[config.mk]
export PLATFORM = sky130hd
export DESIGN_NAME = icache_axi_rd_bridge
export DESIGN_NICKNAME = d
export VERILOG_FILES = /design/src/rtl/icache_axi_rd_bridge_pkg.sv /design/src/rtl/icache_axi_rd_bridge_sat_counter.sv /design/src/rtl/icache_axi_rd_bridge.sv
export SDC_FILE = /design/constraint.sdc
export NUM_CORES = 1
export LEC_CHECK = 0
export BUFFER_PORTS_ARGS = -buffer_cell sky130_fd_sc_hd__buf_4
export CORE_ASPECT_RATIO = 0.5
export CORE_UTILIZATION = 30
export CTS_BUF_LIST = sky130_fd_sc_hd__clkbuf_4
export DETAILED_ROUTE_END_ITERATION = 7
export PLACE_DENSITY = 0.63
export SYNTH_ARGS = -nofsm -noshare
export SYNTH_HDL_FRONTEND = slang
export SYNTH_SLANG_ARGS = --single-unit
[constraint.sdc]
create_clock -name clk -period 2.7 [get_ports clk]
set_input_delay 0.135 -clock clk [delete_from_list [all_inputs] [get_ports clk]]
set_output_delay 0.135 -clock clk [all_outputs]
set_load 0.02 [all_outputs]
[src/rtl/icache_axi_rd_bridge_pkg.sv]
// Shared AXI constants and FSM state encoding for the icache refill read bridge.
package icache_axi_rd_bridge_pkg;

  localparam logic [1:0] RESP_OKAY      = 2'b00;
  localparam logic [1:0] BURST_INCR     = 2'b01;
  localparam logic [2:0] SIZE_8B        = 3'b011;
  localparam logic [7:0] LEN_1BEAT      = 8'd0;
  localparam logic [3:0] AXI_ID_DEFAULT = 4'd0;

  typedef enum logic [1:0] {
    ST_IDLE,
    ST_AR,
    ST_R,
    ST_DONE
  } state_t;

endpackage

[src/rtl/icache_axi_rd_bridge_sat_counter.sv]
// Saturating up-counter with synchronous clear; holds at all-ones instead of wrapping.
module icache_axi_rd_bridge_sat_counter #(
  parameter int W = 16
) (
  input  logic         clk,
  input  logic         rst,
  input  logic         clear,
  input  logic         enable,
  output logic [W-1:0] count
);

  always_ff @(posedge clk or negedge rst) begin
    if (!rst) begin
      count <= '0;
    end else if (clear) begin
      count <= '0;
    end else if (enable && (count != {W{1'b1}})) begin
      count <= count + {{(W-1){1'b0}}, 1'b1};
    end
  end

endmodule

[src/rtl/icache_axi_rd_bridge.sv]
// Turns each held icache refill request into one single-beat AXI4 read and
// returns the beat as a one-cycle response pulse with error and latency status.
module icache_axi_rd_bridge
  import icache_axi_rd_bridge_pkg::*;
#(
  parameter int         ADDR_W = 32,
  parameter int         DATA_W = 64,
  parameter logic [3:0] AXI_ID = AXI_ID_DEFAULT,
  parameter int         LAT_W  = 16
) (
  input  logic              clk,
  input  logic              rst,
  input  logic              req_ena,
  input  logic [63:0]       req_addr,
  output logic [DATA_W-1:0] rsp_data,
  output logic              rsp_valid,
  output logic              rsp_err,
  output logic              busy,
  output logic [LAT_W-1:0]  last_lat,
  output logic              arvalid,
  input  logic              arready,
  output logic [ADDR_W-1:0] araddr,
  output logic [3:0]        arid,
  output logic [7:0]        arlen,
  output logic [2:0]        arsize,
  output logic [1:0]        arburst,
  input  logic              rvalid,
  output logic              rready,
  input  logic [DATA_W-1:0] rdata,
  input  logic [1:0]        rresp,
  input  logic              rlast,
  input  logic [3:0]        rid
);

  state_t           state;
  state_t           state_nx;
  logic [LAT_W-1:0] lat_cnt;
  logic             accept;
  logic             beat_match;
  logic             unused_addr;

  // Upper address bits and the byte offset are intentionally discarded.
  assign unused_addr = &{1'b0, req_addr};

  assign accept     = (state == ST_IDLE) && req_ena;
  assign beat_match = (state == ST_R) && rvalid && (rid == AXI_ID);

  always_ff @(posedge clk or negedge rst) begin
    if (!rst) begin
      state <= ST_IDLE;
    end else begin
      state <= state_nx;
    end
  end

  always_comb begin
    state_nx = state;
    case (state)
      ST_IDLE: if (req_ena) state_nx = ST_AR;
      ST_AR:   if (arready) state_nx = ST_R;
      ST_R:    if (beat_match) state_nx = ST_DONE;
      ST_DONE: state_nx = ST_IDLE;
      default: state_nx = ST_IDLE;
    endcase
  end

  // A matching beat without rlast means the slave ignored arlen=0; flag it but keep the data.
  always_ff @(posedge clk or negedge rst) begin
    if (!rst) begin
      araddr   <= '0;
      rsp_data <= '0;
      rsp_err  <= 1'b0;
      last_lat <= '0;
    end else begin
      if (accept) begin
        araddr <= {req_addr[ADDR_W-1:3], 3'b000};
      end
      if (beat_match) begin
        rsp_data <= rdata;
        rsp_err  <= (rresp != RESP_OKAY) || !rlast;
      end
      if (state == ST_DONE) begin
        last_lat <= lat_cnt;
      end
    end
  end

  icache_axi_rd_bridge_sat_counter #(.W(LAT_W)) u_lat_cnt (
    .clk    (clk),
    .rst    (rst),
    .clear  (accept),
    .enable ((state == ST_AR) || (state == ST_R)),
    .count  (lat_cnt)
  );

  assign arvalid   = (state == ST_AR);
  assign rready    = (state == ST_R);
  assign rsp_valid = (state == ST_DONE);
  assign busy      = (state != ST_IDLE);
  assign arid      = AXI_ID;
  assign arlen     = LEN_1BEAT;
  assign arsize    = SIZE_8B;
  assign arburst   = BURST_INCR;

endmodule

==> flow_summary.ini, run 1 <==
[placement]
port_buffers = 218
gp_congestion = 0.772
dp_cells = 873
final_hpwl_dp_um = 8840

[floorplanning]
rows = 34
floorplan.die_area_um2 = 18500
start_util_pct = 30.8
io_pins = 274
fp.dieH_um = 96.6
floorplan.die.width_um = 191
floorplan.core_area_um2 = 17400

[clock_tree]
buffer_cell_driving_the_clock_tree_root = sky130_fd_sc_hd__clkbuf_4
numCtsBuffers = 17
cts.sink_count = 128
clockBufferDepth = 2
clock_latency_ns = 0.52
cts_max_level = 4
clk_pin_slew_ns = 0.12
postCtsSetupRepairBufs = 0
tritoncts_clock_tree = built

[routing]
remaining_drc_errors = 0
met2_wirelength_um = 7410
finalWirelength_um = 13800
met1_length_um = 5550
drtIter0Drc = 88
antenna_left = 0
vias = 4388
detailedRoute.firstPassIterationCount = 4
maxUsedRoutingLayer = met4
vias_per_cell = 4.38
wl_per_cell_um = 13.8
route.met3.wl_um = 646

[outcome]
run_status = finished, final reports clean

[flow_run]
cap_violations = 0

[synth]
synth-edff-count = 0
synth_seq_cells = 128
yosysTopAreaCellShare_pct = 59.7
seq_area_frac_synth_pct = 59.7
syn_area_per_cell_um2 = 12.2
synthDistinctLibCells = 36
postSynth.asyncResetShare_pct = 100
synth.top_cells.by_area = sky130_fd_sc_hd__dfrtp_1 (60%), sky130_fd_sc_hd__mux2_2 (17%), sky130_fd_sc_hd__nand2_1 (6.4%)
count_of_synthesis_stage_warnings_from_yosys = 0
synth_cells = 438
synth.top_cells.by_count = sky130_fd_sc_hd__dfrtp_1 (128), sky130_fd_sc_hd__nand2_1 (92), sky130_fd_sc_hd__mux2_2 (80)
synth.cell_area_um2 = 5360
yosysMostFrequentCell = sky130_fd_sc_hd__dfrtp_1
synth_ff_type = sky130_fd_sc_hd__dfrtp_1
netlist.top_cell.by_area = sky130_fd_sc_hd__dfrtp_1

[critical_path]
arrival_ns = 2.64
crit-reg2reg-launch = state[0]
path_max_fanout = 66
timing.critical_path.buf_inv = 3
worst_setup_start_kind = register
critical-path-max-stage-delay_ns = 0.55
worst_setup_path_end_kind = register
critPathRequiredTime_ns = 3.15
critPathSlowestCell = sky130_fd_sc_hd__dlygate4sd3_1
crit_family = buffers and inverters
worst_setup_path_startpoint = state[0]
timing.critical_path.cells = inv_1 > ha_1 > and3_2 > buf_12 > nor2_1 > a31oi_1 > dlygate4sd3_1
critical_path_class = reg2reg

[finish]
post_route_cells_drive_above_1_share_pct = 44.7
design.final.nets = 900
antenna_cells = 0
number_of_fill_cells = 1563
finalNonFillerCells = 1001
synthesis_to_finish_area_growth_pct = 57.8
final_util_pct = 48.5

[sta]
worstMarginPinSlew_ns = 0.811
finalSetupTns_ns = 0
finalHoldViolCount = 0
finalSetupViolations = 0
worst_slew_margin_rel_pct = 45.9
maxSlewViolCount = 0
finalCritPeriodShare_pct = 80.8
timing.fmax_ghz = 0.459
clock_skew_ns = 0.0221
rsz_0062_raised_after_global_routing = no
timing.final.crit_period_ns = 2.18

[grt]
pin_count_of_the_biggest_net_entering_global_routing = 67
via_count_of_the_first_global_routing_pass = 4267
number_of_antenna_violations_at_the_first_check_in_global_routing = 0
global_route.usage.total_pct = 14.9
grt_pass1_wl_um = 21300
overflow = 0

[power]
cellInternalPower_mw = 4.89
clock_power_share_pct = 19.4
combPwrFrac_pct = 42.8
netSwitchingPower_mw = 2.93
power-per-cell-area_nw_per_um2 = 924
reg_power_share_pct = 37.8
netSwitchingFraction_pct = 37.5
ir_worst_vdd_v = 0.000428
power.static_leakage_nw = 4.33

[min_path]
holdCritStartpoint = rvalid
min_path_type = in2reg
==> cell families after synthesis <==
family                     after synthesis  share of synthesized area (%)
and+or+nand+nor                        139                           12.5
DFF                                    128                           59.7
muxes                                   82                           17.2
buffers and inverters                   47                           5.27
AOI/OAI and AO/OA                       34                           3.85
adders and majority gates                6                           1.40
other                                    2                          0.140
==> area by class of cell <==
| type | count | area (µm²) | area share, % |
|---|---|---|---|
| flip-flops and latches | 128 | 3200 | 37.8 |
| multi-input cells | 281 | 1950 | 23.0 |
| inverters | 6 | 22.5 | 0.266 |
| repair buffers | 320 | 2670 | 31.5 |
| clock buffers | 19 | 143 | 1.69 |
| clock inverters | 13 | 189 | 2.23 |
| well taps | 234 | 293 | 3.46 |
==> state kept, by name (all words and copies together) (netlist names) <==
name	count
rsp_err	1
u_lat_cnt.count	16
araddr	29
last_lat	16
state	2
rsp_data	64
==> power by group through the flow <==
stage	Combinational [mW]	Sequential [mW]	Clock, mW
floorplan	1.04	3.73	0
global placement	3.19	2.97	0
detailed placement	3.25	3.00	0
CTS	3.37	2.96	1.59
global route	3.58	3.05	1.67
finish	3.35	2.96	1.52
==> placed cells by master (no fill, tap or decap), drive strengths merged <==
| master | synthesis | routed |
|---|---|---|
| clkinvlp | 0 | 4 |
| a41o | 1 | 1 |
| and4 | 1 | 1 |
| o21a | 1 | 1 |
| conb | 2 | 20 |
| o21ai | 5 | 5 |
| o22ai | 1 | 1 |
| mux2i | 2 | 2 |
| ha | 6 | 6 |
| inv | 6 | 6 |
| or4 | 8 | 8 |
| nand4 | 6 | 6 |
| nor3 | 2 | 2 |
| a21oi | 15 | 15 |
| a41oi | 1 | 1 |
| nand3 | 10 | 10 |
| clkinv | 0 | 5 |
| nor2 | 6 | 6 |
| a31oi | 2 | 2 |
| and2 | 1 | 1 |
| nand2 | 92 | 92 |
| and3 | 5 | 5 |
| nor4 | 3 | 3 |
| dlygate4sd3 | 0 | 96 |
| buf | 30 | 224 |
| a211oi | 1 | 1 |
| mux2 | 80 | 80 |
| clkbuf | 11 | 19 |
| o31ai | 7 | 7 |
| or3 | 5 | 5 |
| dfrtp | 128 | 128 |
| bufinv | 0 | 4 |
==> layer usage <==
| metal | global-route usage, % | vias up |
|---|---|---|
| met5 | 0 | - |
| met2 | 28.0 | 115 |
| met1 | 16.5 | 2152 |
| met3 | 3.76 | 16 |
| met4 | 5.56 | 0 |
| li1 | - | 2105 |
==> path summary, 6_finish.rpt <==
check / endpoint / slack (ns) / cells after the start
max: rsp_err / 0.52 / 7
min: state[1] / 0.08 / 4
max reg2reg: rsp_err / 0.52 / 7
min reg2reg: araddr[12] / 0.48 / 2
max in group asynchronous: araddr[12] / 1.80 / 3
min in group asynchronous: last_lat[9] / 0.14 / 2
==> through the flow <==
| step | power (mW) | instance area, µm² | hold WS, ns | setup WS [ns] |
|---|---|---|---|---|
| 6_report | 7.82 | 8460 | 0.0826 | 0.519 |
| 5_1_grt | 8.30 | 8460 | 0.0401 | 0.361 |
| 4_1_cts | 7.91 | 8460 | 0.0220 | 0.530 |
| 3_5_place_dp | 6.24 | 7170 | 0.154 | 0.616 |
| 3_3_place_gp | 6.15 | 7170 | 0.146 | 0.649 |
| 2_1_floorplan | 4.77 | 5430 | -0.161 | 0.808 |
==> tightest hold or removal path, stage by stage <==
cell and delay [ns]:
sky130_fd_sc_hd__buf_4 0.11, sky130_fd_sc_hd__nand3_1 0.07, sky130_fd_sc_hd__a21oi_1 0.11, sky130_fd_sc_hd__mux2i_1 0.12
==> timing repair <==
item | 4_1_cts | 5_1_grt
resized for setup | 0 | 0
setup endpoints to repair | 0 | 0
hold buffers | 96 | 0
hold endpoints to repair | 160 | 0
Power figures use the tool's default switching activity.
==> run 2: changes to the inputs <==
--- a/config.mk
+++ b/config.mk
@@ -10,7 +10,7 @@
 export CORE_UTILIZATION = 30
 export CTS_BUF_LIST = sky130_fd_sc_hd__clkbuf_4
 export DETAILED_ROUTE_END_ITERATION = 7
-export PLACE_DENSITY = 0.63
+export PLACE_DENSITY = 0.65
 export SYNTH_ARGS = -nofsm -noshare
 export SYNTH_HDL_FRONTEND = slang
 export SYNTH_SLANG_ARGS = --single-unit
==> constraint.sdc (replaced) <==
create_clock -name clk -period 1.9 [get_ports clk]
set_input_delay 0.095 -clock clk [delete_from_list [all_inputs] [get_ports clk]]
set_output_delay 0.095 -clock clk [all_outputs]
set_load 0.02 [all_outputs]
==> run 2 against run 1 <==
Highest routed layer unchanged; via count rose by 3.4%; critical endpoint is now u_lat_cnt.count[12]; largest cell class unchanged; register-to-register slack lost 0.41 ns; sequential cell count unchanged.
==> flow_summary.ini, run 2 (same netlist as run 1, synthesis figures left out) <==
[outcome]
run_status = finished, final reports clean

[finish]
number_of_fill_cells = 1541
post_route_cells_drive_above_1_share_pct = 46.3
synthesis_to_finish_area_growth_pct = 61.6
layout.cells.most_common_list = sky130_fd_sc_hd__buf_4 (239), sky130_fd_sc_hd__dfrtp_1 (128), sky130_fd_sc_hd__dlygate4sd3_1 (98), sky130_fd_sc_hd__nand2_1 (92), sky130_fd_sc_hd__mux2_2 (80)
max_ffs_per_register = 64
design.final.nets = 922
top_regs = rsp_data: 64 flops, araddr: 29 flops
largest-register = rsp_data
layout.cells.most_common = sky130_fd_sc_hd__buf_4
seq_area_um2 = 3200
multiInputGateArea_um2 = 1970

[power]
combPwrFrac_pct = 44.5
power.static_leakage_nw = 4.44
cellInternalPower_mw = 6.95
reg_power_share_pct = 37.7
clock_power_share_pct = 17.8
netSwitchingPower_mw = 4.23
power-per-cell-area_nw_per_um2 = 1290
netSwitchingFraction_pct = 37.8
ir_worst_vdd_v = 0.000690

[sta]
worst_hold_slack_ns = 0.0671
finalSetupViolations = 0
maxSlewViolCount = 0
worst_slew_margin_rel_pct = 60.8
clock_skew_ns = 0.0207
timing.fmax_ghz = 0.558
finalSetupTns_ns = 0
rsz_0062_raised_after_global_routing = no
finalHoldViolCount = 0
timing.final.crit_period_ns = 1.79
finalCritPeriodShare_pct = 94.3
worstMarginPinSlew_ns = 0.589

[critical_path]
crit-reg2reg-launch = state[1]
critPathRequiredTime_ns = 2.34
capturing_element_of_the_worst_setup_path = u_lat_cnt.count[12]
critical_path.reg2reg.endpoint = u_lat_cnt.count[12]
ff2ff_setup_slack_ns = 0.11
arrival_ns = 2.23
worst_setup_path_startpoint = state[1]
r2r_cells = 6
critical_path_class = reg2reg
worst_setup_start_kind = register
worst_setup_path_end_kind = register
path_max_fanout = 5

[grt]
global_route.usage.total_pct = 15.4
overflow = 0
via_count_of_the_first_global_routing_pass = 4460
number_of_antenna_violations_at_the_first_check_in_global_routing = 1
pin_count_of_the_biggest_net_entering_global_routing = 41
grt_pass1_wl_um = 21900

[routing]
remaining_drc_errors = 0
drtIter0Drc = 108
vias_per_cell = 4.43
finalWirelength_um = 14300
wl_per_cell_um = 14.0
antenna_left = 0
vias = 4537
detailedRoute.firstPassIterationCount = 4

[clock_tree]
cts_max_level = 4
cts.sink_count = 128
numCtsBuffers = 17
clockBufferDepth = 2
tritoncts_clock_tree = built
postCtsSetupRepairBufs = 0
clk_pin_slew_ns = 0.12
clock_latency_ns = 0.52
buffer_cell_driving_the_clock_tree_root = sky130_fd_sc_hd__clkbuf_4

[placement]
port_buffers = 218
gp_congestion = 0.779
final_hpwl_dp_um = 9400

[floorplanning]
io_pins = 274
rows = 34
floorplan.core_area_um2 = 17400
fp.dieH_um = 96.6
start_util_pct = 30.8
floorplan.die_area_um2 = 18500
floorplan.die.width_um = 191

[flow_run]
cap_violations = 0

[min_path]
min_path_type = in2reg
[run 2: layout make-up]
type	instances	area share, %
multi-input cells	281	22.7
diodes	1	0.0289
well taps	234	3.38
flip-flops and latches	128	37.0
inverters	6	0.260
clock buffers	18	1.56
clock inverters	14	1.93
repair buffers	342	33.2
[run 2: stage by stage]
step	util, %	instance area (µm²)	worst slack [ns]	cells	total power [mW]
floorplan	-	5430	0.00805	456	6.78
global placement	42.2	7360	0.0795	893	8.93
detailed placement	42.2	7360	0.0435	893	9.05
CTS	49.6	8640	0.0294	1023	11.3
global route	49.7	8670	0.00182	1024	11.9
finish	49.7	8670	0.109	1024	11.2
[run 2: worst min path at each step]
stage / from / end / slack (ns) / depth (start not counted)
floorplan: rst / araddr[10] / -0.20 / 0
global placement: rst / rsp_data[25] / 0.14 / 1
detailed placement: rst / rsp_data[21] / 0.14 / 1
CTS: rid[2] / state[1] / 0.002 / 5
global route: rid[0] / state[1] / 0.05 / 5
finish: rid[2] / state[1] / 0.07 / 5
[run 2: critical path, stage by stage, from the launching register on]
cell and delay, ns:
sky130_fd_sc_hd__dfrtp_1 0.37, sky130_fd_sc_hd__inv_1 0.08, sky130_fd_sc_hd__ha_4 0.29, sky130_fd_sc_hd__and4_4 0.25, sky130_fd_sc_hd__nand2_1 0.10, sky130_fd_sc_hd__or4_1 0.48
sky130_fd_sc_hd__a21oi_1 0.16
[run 2: power by group through the flow]
stage,clock network (mW),logic (mW),registers (mW)
floorplan,0,1.48,5.30
global placement,0,4.72,4.21
detailed placement,0,4.80,4.25
CTS,2.09,4.96,4.21
global route,2.22,5.34,4.35
finish,1.99,4.98,4.22
[run 2: what timing repair did]
action,4_1_cts,5_1_grt
endpoints found under the hold margin,213,0
resized for setup,0,4
endpoints found under the setup margin,0,4
hold buffers,98,0
[run 2: layer usage]
metal	up-vias	track usage, %	routed length (µm)
li1	2152	-	-
met1	2229	17.3	5810
met2	135	28.4	7510
met3	21	3.86	707
met4	0	5.82	259
met5	-	0	0
==> run 3: changes to the inputs <==
--- a/config.mk
+++ b/config.mk
@@ -7,6 +7,7 @@
 export LEC_CHECK = 0
 export BUFFER_PORTS_ARGS = -buffer_cell sky130_fd_sc_hd__buf_4
 export CORE_ASPECT_RATIO = 0.5
+export CORE_MARGIN = 2
 export CORE_UTILIZATION = 30
 export CTS_BUF_LIST = sky130_fd_sc_hd__clkbuf_4
 export DETAILED_ROUTE_END_ITERATION = 7
==> constraint.sdc (replaced) <==
create_clock -name clk -period 1.5 [get_ports clk]
set_input_delay 0.075 -clock clk [delete_from_list [all_inputs] [get_ports clk]]
set_output_delay 0.075 -clock clk [all_outputs]
set_load 0.02 [all_outputs]
==> run 3 against run 2 <==
Register-to-register slack got worse by 0.38 ns; fmax up 1.1%; sequential power is 27% higher; first-iteration DRC count up 51%; routed wire length rose by 18%; global-route usage grew 2.2 points; critical endpoint is now rsp_data[7]; power increased by 40%; the run now ends with setup timing left; non-clock buffer count rose by 56; critical path depth is 1 higher; largest power group unchanged.
==> flow_summary.ini, run 3 (same netlist as run 1, synthesis figures left out) <==
[outcome]
run_status = complete, but fails checks
failed_checks = setup timing

[power]
power.static_leakage_nw = 4.92
ir_worst_vdd_v = 0.000808
combPwrFrac_pct = 48.1
netSwitchingFraction_pct = 37.0
power-per-cell-area_nw_per_um2 = 1610
fin_total_pwr_mw = 15.7
netSwitchingPower_mw = 5.79
reg_power_share_pct = 34.3
cellInternalPower_mw = 9.86
clock_power_share_pct = 17.5

[grt]
gr-usage-met3_pct = 2.78
use_met2_pct = 32.0
overflow = 0
use_met1_pct = 20.3
global_route.usage.total_pct = 17.5
pin_count_of_the_biggest_net_entering_global_routing = 41
number_of_antenna_violations_at_the_first_check_in_global_routing = 0
grt_pass1_wl_um = 26000
via_count_of_the_first_global_routing_pass = 5183
gr-max-usage-layer = met2

[routing]
vias = 4811
detailedRoute.firstPassIterationCount = 4
remaining_drc_errors = 0
vias_per_cell = 4.45
antenna_left = 0
wl_per_cell_um = 15.6
drtIter0Drc = 163
finalWirelength_um = 16800

[critical_path]
crit_cells = 7
crit-reg2reg-launch = state[0]
ff2ff_setup_slack_ns = -0.27
critPathSlowestCell = sky130_fd_sc_hd__dfrtp_1
worst_setup_path_startpoint = state[0]
crit_family = buffers and inverters
capturing_element_of_the_worst_setup_path = rsp_data[7]
critPathRequiredTime_ns = 1.91
path_max_fanout = 7
r2r_cells = 7
arrival_ns = 2.18
critical_path_class = reg2reg
critical-path-max-stage-delay_ns = 0.43
timing.critical_path.buf_inv = 4
worst_setup_path_end_kind = register
timing.critical_path.cells = inv_2 > buf_4 > ha_4 > and3_4 > buf_6 > buf_12 > mux2_4
worst_setup_start_kind = register
critical_path.reg2reg.endpoint = rsp_data[7]

[clock_tree]
cts_max_level = 4
buffer_cell_driving_the_clock_tree_root = sky130_fd_sc_hd__clkbuf_4
numCtsBuffers = 17
clk_pin_slew_ns = 0.13
clock_latency_ns = 0.53
cts.sink_count = 128
clockBufferDepth = 2
tritoncts_clock_tree = built

[finish]
layout.cells.most_common = sky130_fd_sc_hd__buf_4
top_regs = rsp_data: 64 flops, araddr: 29 flops
max_ffs_per_register = 64
post_route_cells_drive_above_1_share_pct = 54.1
antenna_cells = 0
layout.cells.most_common_list = sky130_fd_sc_hd__buf_4 (267), sky130_fd_sc_hd__dfrtp_1 (127), sky130_fd_sc_hd__dlygate4sd3_1 (102), sky130_fd_sc_hd__nand2_1 (90), sky130_fd_sc_hd__mux2_4 (64)
multiInputGateArea_um2 = 2430
seq_area_um2 = 3200
number_of_fill_cells = 1448
largest-register = rsp_data
design.final.nets = 979
synthesis_to_finish_area_growth_pct = 81.6

[floorplanning]
rows = 34
floorplan.die_area_um2 = 19000
io_pins = 274
fp.dieH_um = 98.6
floorplan.core_area_um2 = 17400
floorplan.die.width_um = 193
start_util_pct = 30.8

[flow_run]
cap_violations = 0

[sta]
finalSetupViolations = 86
timing.final.crit_period_ns = 1.77
timing.final.ws_setup_ns = -0.272
finalCritPeriodShare_pct = 118
finalHoldViolCount = 0
rsz_0062_raised_after_global_routing = yes
maxSlewViolCount = 0
timing.fmax_ghz = 0.564
finalSetupTns_ns = -15.20
clock_skew_ns = 0.0276

[placement]
gp_congestion = 0.818
final_hpwl_dp_um = 10600
port_buffers = 218

[min_path]
min_path_type = in2reg
## run 3: cell count changes in the layout (fill, tap and decap cells not counted), sizes merged
cell,previous run,this run
and3,5,6
buf,244,295
bufinv,3,4
clkbuf,18,19
clkinv,7,5
diode,1,0
dlygate4sd3,98,102
inv,6,7
## run 3: worst min-delay path by stage
stage            from           to  slack, ns  cells after the start
4_1_cts        rid[2]     state[1]       0.05                      6
3_5_place_dp      rst  last_lat[0]       0.07                      1
6_report       rid[2]     state[1]       0.13                      6
5_1_grt        rid[2]     state[1]       0.12                      6
2_1_floorplan     rst   araddr[10]      -0.22                      0
3_3_place_gp      rst  last_lat[0]       0.06                      1
## run 3: tightest hold or removal path: cells and delay by family
family	cells	cell delay, ns
AO/OA/AOI/OAI	1	0.08
multiplexers	1	0.11
AND/OR/NAND/NOR	2	0.16
buffers and inverters	2	0.22
## run 3: metrics by stage
stage	utilization [%]	cell area [µm²]	hold slack (ns)	setup slack, ns	std cells
2_1_floorplan	-	5760	-0.221	-0.238	456
3_3_place_gp	45.0	7860	0.0591	-0.146	925
3_5_place_dp	45.0	7860	0.0671	-0.213	925
4_1_cts	55.1	9610	0.0481	-0.216	1077
5_1_grt	55.9	9740	0.123	-0.299	1080
6_report	55.9	9740	0.134	-0.272	1080
## run 3: repair_timing
| item | in CTS | in global routing |
|---|---|---|
| endpoints found under the setup margin | 84 | 123 |
| buffers inserted | 14 | 8 |
| pin swaps | 8 | 7 |
| hold buffers | 102 | 0 |
| hold endpoints to repair | 224 | 0 |
| gates cloned | 4 | 2 |
| resized for setup | 49 | 40 |
## run 3: metal layers
layer	vias up	wire length (µm)	share of wire, %
met4	0	489	2.9
met5	-	0	0
met3	40	544	3.2
li1	2259	-	-
met2	122	8980	53
met1	2390	6830	41
## run 3: power by group through the flow
stage | Sequential, mW | Combinational, mW | Clock (mW)
after floorplan | 6.75 | 2.32 | 0
after global placement | 5.35 | 6.59 | 0
after detailed placement | 5.38 | 6.71 | 0
after CTS | 5.35 | 7.32 | 2.83
after global routing | 5.54 | 8.01 | 3.01
final | 5.38 | 7.54 | 2.74
## run 3: final cells by class
type	count	share of cell area [%]
Clock buffer	18	1.39
Clock inverter	14	1.95
Inverter	6	0.231
Multi-Input combinational cell	282	25.0
Sequential cell	128	32.9
Tap cell	234	3.01
Timing Repair Buffer	398	35.6
